**src/rtl/button_scan_ctrl.sv**
```systemverilog
`default_nettype none
// ============================================================================
// Module   : button_scan_ctrl
// Purpose  : Shared debounce engine and event scheduler for front-panel
//            buttons. A local prescaler generates a sample tick; on each tick
//            one stability-counter datapath is time-multiplexed across all
//            buttons (one button per clk, ascending index). Accepted
//            transitions are queued in a small FIFO popped via valid/ready.
// Ports    : clk          - system clock, rising edge
//            rst          - asynchronous active-low reset
//            btn_in       - raw asynchronous button levels [N_BTN]
//            tick         - one-clk sample strobe
//            db_state     - debounced button levels [N_BTN]
//            ev_valid     - event FIFO non-empty
//            ev_id        - button index of head event
//            ev_edge      - 1 = press, 0 = release
//            ev_ready     - consumer pop request
//            ev_overflow  - sticky: event dropped because FIFO full
//            ev_clr       - clears ev_overflow
// Options  : RELEASE_EV_EN - when defined, releases are queued as events too
//            and the FIFO stores the edge bit; otherwise only presses are
//            queued and ev_edge is constant 1.
// Revision : 1.0 - initial release
// ============================================================================
module button_scan_ctrl #(
    parameter int N_BTN      = 4,
    parameter int TICK_DIV   = 4,
    parameter int STABLE_CNT = 3,
    parameter int FIFO_DEPTH = 4
) (
    input  logic                                        clk,
    input  logic                                        rst,
    input  logic [N_BTN-1:0]                            btn_in,
    output logic                                        tick,
    output logic [N_BTN-1:0]                            db_state,
    output logic                                        ev_valid,
    output logic [((N_BTN > 1) ? $clog2(N_BTN) : 1)-1:0] ev_id,
    output logic                                        ev_edge,
    input  logic                                        ev_ready,
    output logic                                        ev_overflow,
    input  logic                                        ev_clr
);

    localparam int C_ID_W  = (N_BTN > 1) ? $clog2(N_BTN) : 1;
    localparam int C_CNT_W = $clog2(STABLE_CNT + 1);
    localparam int C_PS_W  = (TICK_DIV > 1) ? $clog2(TICK_DIV) : 1;
    localparam int C_PTR_W = $clog2(FIFO_DEPTH);
`ifdef RELEASE_EV_EN
    localparam int C_ENT_W = C_ID_W + 1;
`else
    localparam int C_ENT_W = C_ID_W;
`endif

    typedef enum logic [0:0] {
        S_IDLE = 1'b0,
        S_SCAN = 1'b1
    } state_t;

    // ------------------------------------------------------------------
    // State
    // ------------------------------------------------------------------
    logic [C_PS_W-1:0]                    presc_q, presc_d;
    logic [N_BTN-1:0]                     sync1_q, sync2_q;
    state_t                               state_q, state_d;
    logic [C_ID_W-1:0]                    idx_q, idx_d;
    logic [N_BTN-1:0][C_CNT_W-1:0]        cnt_q, cnt_d;
    logic [N_BTN-1:0]                     db_q, db_d;
    logic [FIFO_DEPTH-1:0][C_ENT_W-1:0]   mem_q, mem_d;
    logic [C_PTR_W:0]                     wr_ptr_q, wr_ptr_d;
    logic [C_PTR_W:0]                     rd_ptr_q, rd_ptr_d;
    logic                                 ovf_q, ovf_d;

    // ------------------------------------------------------------------
    // Combinational helpers
    // ------------------------------------------------------------------
    logic                                 w_tick;
    logic                                 w_s;
    logic [C_CNT_W-1:0]                   w_cnt_inc;
    logic                                 w_accept;
    logic                                 w_push;
    logic                                 w_empty;
    logic                                 w_full;
    logic                                 w_pop;
    logic                                 w_wr;
    logic                                 w_drop;
    logic [C_ENT_W-1:0]                   w_entry;
    logic [C_ENT_W-1:0]                   w_head;

    assign w_tick    = (presc_q == C_PS_W'(TICK_DIV - 1));
    assign w_s       = sync2_q[idx_q];
    assign w_cnt_inc = cnt_q[idx_q] + 1'b1;

    // Prescaler: 0..TICK_DIV-1, wrapping
    always_comb begin
        presc_d = presc_q + 1'b1;
        if (w_tick) begin
            presc_d = '0;
        end
    end

    // Scan FSM. When TICK_DIV == N_BTN the next tick lands on the last scan
    // slot; the scan then restarts directly so no tick is ever lost.
    always_comb begin
        state_d = state_q;
        idx_d   = idx_q;
        case (state_q)
            S_IDLE: begin
                if (w_tick) begin
                    state_d = S_SCAN;
                    idx_d   = '0;
                end
            end
            S_SCAN: begin
                if (idx_q == C_ID_W'(N_BTN - 1)) begin
                    state_d = w_tick ? S_SCAN : S_IDLE;
                    idx_d   = '0;
                end else begin
                    idx_d   = idx_q + 1'b1;
                end
            end
            default: begin
                state_d = S_IDLE;
                idx_d   = '0;
            end
        endcase
    end

    // Shared stability counter datapath, applied to button idx_q
    always_comb begin
        cnt_d    = cnt_q;
        db_d     = db_q;
        w_accept = 1'b0;
        if (state_q == S_SCAN) begin
            if (w_s == db_q[idx_q]) begin
                cnt_d[idx_q] = '0;
            end else if (w_cnt_inc < C_CNT_W'(STABLE_CNT)) begin
                cnt_d[idx_q] = w_cnt_inc;
            end else begin
                db_d[idx_q]  = w_s;
                cnt_d[idx_q] = '0;
                w_accept     = 1'b1;
            end
        end
    end

`ifdef RELEASE_EV_EN
    assign w_push  = w_accept;
    assign w_entry = {w_s, idx_q};
    assign ev_edge = w_head[C_ID_W];
`else
    // Releases update db_state silently
    assign w_push  = w_accept & w_s;
    assign w_entry = idx_q;
    assign ev_edge = 1'b1;
`endif

    // Event FIFO: pointers carry one extra wrap bit to tell full from empty
    assign w_empty = (wr_ptr_q == rd_ptr_q);
    assign w_full  = (wr_ptr_q[C_PTR_W] != rd_ptr_q[C_PTR_W]) &&
                     (wr_ptr_q[C_PTR_W-1:0] == rd_ptr_q[C_PTR_W-1:0]);
    assign w_pop   = !w_empty && ev_ready;
    // A pop in the same clk frees the slot, so a push into a full FIFO survives
    assign w_wr    = w_push && (!w_full || w_pop);
    assign w_drop  = w_push && w_full && !w_pop;
    assign w_head  = mem_q[rd_ptr_q[C_PTR_W-1:0]];

    always_comb begin
        mem_d    = mem_q;
        wr_ptr_d = wr_ptr_q;
        rd_ptr_d = rd_ptr_q;
        if (w_wr) begin
            mem_d[wr_ptr_q[C_PTR_W-1:0]] = w_entry;
            wr_ptr_d                     = wr_ptr_q + 1'b1;
        end
        if (w_pop) begin
            rd_ptr_d = rd_ptr_q + 1'b1;
        end
    end

    // Sticky overflow; a new drop wins over a simultaneous clear
    always_comb begin
        ovf_d = ovf_q;
        if (ev_clr) begin
            ovf_d = 1'b0;
        end
        if (w_drop) begin
            ovf_d = 1'b1;
        end
    end

    // ------------------------------------------------------------------
    // Registers
    // ------------------------------------------------------------------
    always_ff @(posedge clk or negedge rst) begin
        if (!rst) begin
            presc_q  <= '0;
            sync1_q  <= '0;
            sync2_q  <= '0;
            state_q  <= S_IDLE;
            idx_q    <= '0;
            cnt_q    <= '0;
            db_q     <= '0;
            mem_q    <= '0;
            wr_ptr_q <= '0;
            rd_ptr_q <= '0;
            ovf_q    <= 1'b0;
        end else begin
            presc_q  <= presc_d;
            sync1_q  <= btn_in;
            sync2_q  <= sync1_q;
            state_q  <= state_d;
            idx_q    <= idx_d;
            cnt_q    <= cnt_d;
            db_q     <= db_d;
            mem_q    <= mem_d;
            wr_ptr_q <= wr_ptr_d;
            rd_ptr_q <= rd_ptr_d;
            ovf_q    <= ovf_d;
        end
    end

    // ------------------------------------------------------------------
    // Outputs
    // ------------------------------------------------------------------
    assign tick        = w_tick;
    assign db_state    = db_q;
    assign ev_valid    = !w_empty;
    assign ev_id       = w_head[C_ID_W-1:0];
    assign ev_overflow = ovf_q;

endmodule
`default_nettype wire

```
**config.mk**
```make
export PLATFORM = sky130hd
export DESIGN_NAME = button_scan_ctrl
export DESIGN_NICKNAME = d
export VERILOG_FILES = /design/src/rtl/button_scan_ctrl.sv
export SDC_FILE = /design/constraint.sdc
export NUM_CORES = 1
export LEC_CHECK = 0
export CORE_MARGIN = 1
export CORE_UTILIZATION = 51
export DETAILED_ROUTE_END_ITERATION = 7
export PLACE_DENSITY = 0.75
export SETUP_SLACK_MARGIN = 0.5
export SLEW_MARGIN = 0
export SYNTH_ARGS = -nofsm -noshare
export SYNTH_HDL_FRONTEND = slang
export SYNTH_SLANG_ARGS = --single-unit
```
**constraint.sdc**
```tcl
create_clock -name clk -period 2.9 [get_ports clk]
set_clock_uncertainty 0.1 [all_clocks]
set_input_delay 0.58 -clock clk [delete_from_list [all_inputs] [get_ports clk]]
set_output_delay 0.58 -clock clk [all_outputs]
set_load 0.1 [all_outputs]
```
Word-level counts from Yosys, hierarchy flattened
Index checks and enable logic that the tools add are counted.

Flip-flop bits (word level): 40. Input port bits: 8. Output and inout port bits: 10.

Add/subtract/negate cells: 5. Magnitude comparators: 6. Eq/ne operators: 7. Muxes and demuxes: 31. Bitwise gates (word level): 6. Reduce and logical (&&, ||, !) cells: 13.

Operator list (number): bitwise mux 8 bit (2); 2-to-1 mux 8 bit (2); 2-to-1 mux 2 bit (7); 2-to-1 mux 1 bit (10); < comparator 2 x 3 -> 1 bit, second input constant (3); bitwise AND 8 bit (1); binary-select mux 2 bit (select 2 bit) (2); demux 2 bit (select 2 bit) (2); inverter 8 bit (1); logical AND 1 bit (7); adder 2 x 1 -> 2 bit, second input constant (3); adder 3 x 1 -> 3 bit, second input constant (2); binary-select mux 1 bit (select 2 bit) (2); bitwise mux 4 bit (1); equality test 2 bit, second input constant (2); greater-or-equal comparator 2 x 1 -> 1 bit, second input constant (2); case mux 2 bit (2 select lines) (1); equality test 3 bit (1); logical NOT 1 bit (3); inverter 1 bit (3); AND reduction 3 bit (1); demux 1 bit (select 2 bit) (1); equality test 2 bit (1); < comparator 2 bit, second input constant (1); 7 further kinds (7).

Longest topological paths before layout
Depth after elaboration: 11. Depth in mapped cells: 9.

Worst setup path before layout
No wires, ideal clock.

Kind: reg2reg. Start point: register idx_q[0]. End point: register mem_q[0] in the netlist's numbering. Setup time: 0.125 ns. Arrival: 2.547 ns. Data required time: 2.675 ns. Setup slack: 0.129 ns. Stages on the path, launching flop included: 10. Path buffers: 2. Cells stage by stage: dfrtp_1 > buf_6 > mux4_1 > inv_1 > ha_1 > and2_1 > buf_2 > nand4_1 > a211oi_1 > mux2_2.

Word-level cells in the longest chain between the ends: 9. Elaborated cells on any way between the ends: 15. Classes of those cells: add/sub: 1; order compare: 1; eq/ne: 1; mux: 10; bitwise: 1; reduce/logical: 1.

Ends and longest elaborated chain: from (decl) (line 65) `logic [C_ID_W-1:0] idx_q, idx_d;`; from (signal assigned) (line 212) `idx_q <= idx_d;`; binary-select mux 2 bit (select 2 bit) (line 91) `assign w_cnt_inc = cnt_q[idx_q] + 1'b1;`; 2-to-1 mux 2 bit (not written as such) (line 91); adder 2 x 1 -> 2 bit (line 91); < comparator 2 bit (line 136) `end else if (w_cnt_inc < C_CNT_W'(STABLE_CNT)) begin`; 2-to-1 mux 1 bit (line 136); 2-to-1 mux 1 bit (line 134) `if (w_s == db_q[idx_q]) begin`; 2-to-1 mux 1 bit (line 133) `if (state_q == S_SCAN) begin`; bitwise AND 1 bit (line 152) `assign w_push = w_accept & w_s;`; logical AND 1 bit (line 163) `assign w_wr = w_push && (!w_full || w_pop);`; to (signal assigned) (line 215) `mem_q <= mem_d;`; to (decl) (line 68) `logic [FIFO_DEPTH-1:0][C_ENT_W-1:0] mem_q, mem_d;`.

Parallel ways exist; a longest one is shown, timed or not. The select of a mux whose other input is x is not followed. A chain may end at the register's enable or synchronous reset.

Final worst setup path
Start point: register idx_q[0]. End point: register wr_ptr_q[1].

Word-level cells in the longest chain between the ends: 9. Elaborated cells on any way between the ends: 14. Classes of those cells: add/sub: 1; order compare: 1; eq/ne: 1; mux: 9; bitwise: 1; reduce/logical: 1.

Ends and longest elaborated chain: binary-select mux 2 bit (select 2 bit) (line 91); 2-to-1 mux 2 bit (not written as such) (line 91); adder 2 x 1 -> 2 bit (line 91); < comparator 2 bit (line 136); 2-to-1 mux 1 bit (line 136); 2-to-1 mux 1 bit (line 134); 2-to-1 mux 1 bit (line 133); bitwise AND 1 bit (*) (line 152); logical AND 1 bit (*) (line 163); to (signal assigned) (line 216) `wr_ptr_q <= wr_ptr_d;`; to (decl) (line 69) `logic [C_PTR_W:0] wr_ptr_q, wr_ptr_d;`.

Every way passes the cells marked *; elsewhere a longest branch is shown, timed or not. The select of a mux whose other input is x is not followed.

==> metrics.csv <==
stage,metric,value,unit
global_route,vias_in_the_first_global_route,1166,
global_route,groute.layer.met3.usage,5.43,%
synthesis,synth_edf_count,0,
min_path,hp_class,flip-flop to flip-flop,
power_and_ir_drop,switchingPower,1.02,mW
placement,preCtsSetupSlack,0.312,ns
layout,layout.nets,180,
synthesis,synthesis.yosys.warnings,0,
clock_network,tritoncts_clock_tree,built,
sta,final_max_slew_viol_count,0,
setup_path,critPathKind,flip-flop to flip-flop,
sta,maximum_achievable_frequency,0.409,GHz
setup_path,worst-endpoint-required,2.99,ns
power_and_ir_drop,p_int,1.37,mW
placement,dpl_cell_area,2130,sq um
global_route,maximum_number_of_pins_on_one_net_before_global_route_repair,41,
routing,routed_wirelength,3410,um
setup_path,worstSetupEndpointType,flip-flop,
clock_network,clk_pin_slew,0.08,ns
floorplanning,start_util,55.6,%
clock_network,cts-buffers-inserted,5,
power_and_ir_drop,irDropWorstVdd,0.470,mV
sta,rsz0062_at_grt,true,
floorplanning,floorplan.rows,21,
sta,hold-worst-slack,0.252,ns
placement,numPortBuffers,16,
synthesis,post_synth_instance_area,1930,sq um
sta,final_worst_path_period_share,84.3,%
floorplanning,core_area,3470,sq um
setup_path,worstSetupStartpointType,flip-flop,
routing,detailedRoute.firstIterationViolations,80,
power_and_ir_drop,pwr-share-seq,35.7,%
global_route,grt_first_pass_wirelength,5660,um
floorplanning,ios,18,
routing,firstDrtPassIters,4,
layout,antenna_cells,0,
global_route,groute.usage.overall,19.3,%
clock_network,worstSkewPairLatency,0.30,ns
min_path,timing.hold.worst_path_depth,0,
synthesis,synth_ff_type,dfrtp_1,
routing,route.vias.total,1144,
layout,layout-drive-gt1-share,37.0,%
sta,layout_min_cycle_time,2.45,ns
clock_network,clock_tree.root_cell,clkbuf_8,
synthesis,synthesis.nets,157,
layout,finalCoreUtilization,66.7,%
clock_network,cts.path.max_buffers,2,
sta,postLayoutSetupSlackWorst,0.455,ns
power_and_ir_drop,pwr-share-comb,45.3,%
power_and_ir_drop,swShare,42.8,%
sta,max_slew.worst_pin.slew,0.857,ns
routing,vias_per_cell,5.50,
setup_path,timing.critical_path.fanout_max,6,
routing,drcViolationCount,0,
clock_network,clock_tree.htree_level_count,2,
flow_run,drv_cap,0,
global_route,grt_antenna_before_repair,0,
global_route,busiest_layer_in_global_routing,met2,
setup_path,signal_arrival_time_at_the_worst_endpoint,2.54,ns
layout,flow.area_growth_from_synthesis,19.9,%
layout,final_area,2310,sq um
synthesis,ys_seq_elements,40,
floorplanning,die_width,63.5,um
placement,dpl.hpwl,2410,um
synthesis,synth_cells,138,
sta,fin_tns_setup,0,ns
setup_path,reg2regPathDepth,7,
synthesis,ys_seq_area_share,51.9,%
routing,ant_nets,0,
floorplanning,dieArea,4030,sq um
power_and_ir_drop,power-per-cell-area,1030,nW/um^2
synthesis,async_flop_share,100,%
routing,routed_wire_length_per_instance,16.4,um
global_route,groute.layer.met1.usage,26.8,%
status,outcome,"complete, no violations",
sta,setup-violations-final,0,
sta,slew-limit-headroom,42.9,%
power_and_ir_drop,leakagePower,1.04,nW
power_and_ir_drop,pwr-share-clk,18.9,%
global_route,grt_overflow,0,
clock_network,clock_sinks,40,
synthesis,syn-mean-instance-area,14.0,sq um
synthesis,synth.distinct_cells,31,
placement,gpl_wtd_cong,0.845,
global_route,gr-usage-met2,27.8,%
sta,timing_hold_violations_final,0,
floorplanning,fp.dieH,63.5,um
[routing by layer]
metal,vias up,wire length (um)
met4,0,63
met1,584,1640
met2,25,1590
met3,8,126
met5,-,0
li1,527,-
[placed cells by master (no fill, tap or decap), drive strengths merged, types with 2 or more instances in the layout]
cell           synthesis  layout
nand3                  6       6
mux2                  20      20
nand2b                 2       2
dfrtp                 40      40
a211oi                 4       4
nor3b                  2       2
nand4                  2       2
xnor2                  6       6
inv                   10      10
nand2                  7       7
xor2                   2       2
mux4                   6       6
clkbuf                 0       5
mux2i                  2       2
buf                    5      15
clkdlybuf4s50          0       6
ha                    11      11
a22o                   5       5
[worst max-delay path: stages (launching register included)]
cell	delay, ns
dfrtp_1	0.37
mux4_2	0.54
inv_2	0.09
ha_4	0.13
and2_4	0.17
nand4_4	0.20
a21oi_1	0.35
mux2_2	0.37
[worst paths after layout]
check                      startpoint           to  slack (ns)
max reg2reg                  idx_q[0]  wr_ptr_q[1]        0.45
max in group asynchronous         rst   sync2_q[0]        1.87
min                        sync1_q[3]   sync2_q[3]        0.25
max                          idx_q[0]  wr_ptr_q[1]        0.45
min reg2reg                sync1_q[3]   sync2_q[3]        0.25
min in group asynchronous         rst  db_state[1]        0.29
[state kept, by name (all words and copies together), names as in the netlist]
name         count
db_state         4
sync1_q          4
idx_q            2
ev_overflow      1
state_q          1
cnt_q            8
presc_q          2
rd_ptr_q         3
sync2_q          4
mem_q            8
wr_ptr_q         3
[through the flow]
step	total power [mW]	cells
floorplan	1.67	138
global placement	1.85	197
detailed placement	1.89	197
CTS	2.37	207
global route	2.51	208
finish	2.39	208
[power by group through the flow]
stage,clock network [mW],registers (mW),logic (mW)
5_1_grt,0.483,0.879,1.15
3_3_place_gp,0,0.851,0.999
3_5_place_dp,0,0.863,1.03
6_report,0.453,0.856,1.08
2_1_floorplan,0,0.998,0.674
4_1_cts,0.459,0.852,1.06
[Yosys cell counts (all sizes together), types with 2 or more instances]
| library cell | count | area (sq um) |
|---|---|---|
| nand2 | 7 | 26.3 |
| mux2i | 2 | 20.0 |
| xnor2 | 6 | 52.6 |
| inv | 10 | 37.5 |
| mux2 | 20 | 225 |
| a211oi | 4 | 35.0 |
| a22o | 5 | 43.8 |
| xor2 | 2 | 25.0 |
| dfrtp | 40 | 1000 |
| nand2b | 2 | 12.5 |
| nand3 | 6 | 30.0 |
| nor3b | 2 | 25.0 |
| nand4 | 2 | 18.8 |
| ha | 11 | 138 |
| mux4 | 6 | 146 |
| buf | 5 | 42.5 |
[area by class of cell]
type                            instances  area, sq um
Timing Repair Buffer                   21          174
Clock inverter                          3         42.5
Tap cell                               46         57.6
Fill cell                             263         1150
Multi-Input combinational cell         83          932
Sequential cell                        40         1000
Inverter                               10         37.5
Clock buffer                            5         68.8
[logic make-up after synthesis]
kind of cell	count (synthesis)	synth area share (%)
adder cells (fa/ha/maj)	11	7.13
other	1	0.194
flip-flops	40	51.9
XOR/XNOR	8	4.02
buffers and inverters	15	4.15
AO/OA/AOI/OAI	12	4.99
multiplexers	28	20.3
AND/OR/NAND/NOR	23	7.33
[timing repair]
item,CTS,global route
hold buffers,0,0
pin swaps,4,1
hold endpoints to repair,0,0
gates resized for setup,4,6
setup buffers,2,1
endpoints found under the setup margin,15,14
(Power assumes the default switching activity.)
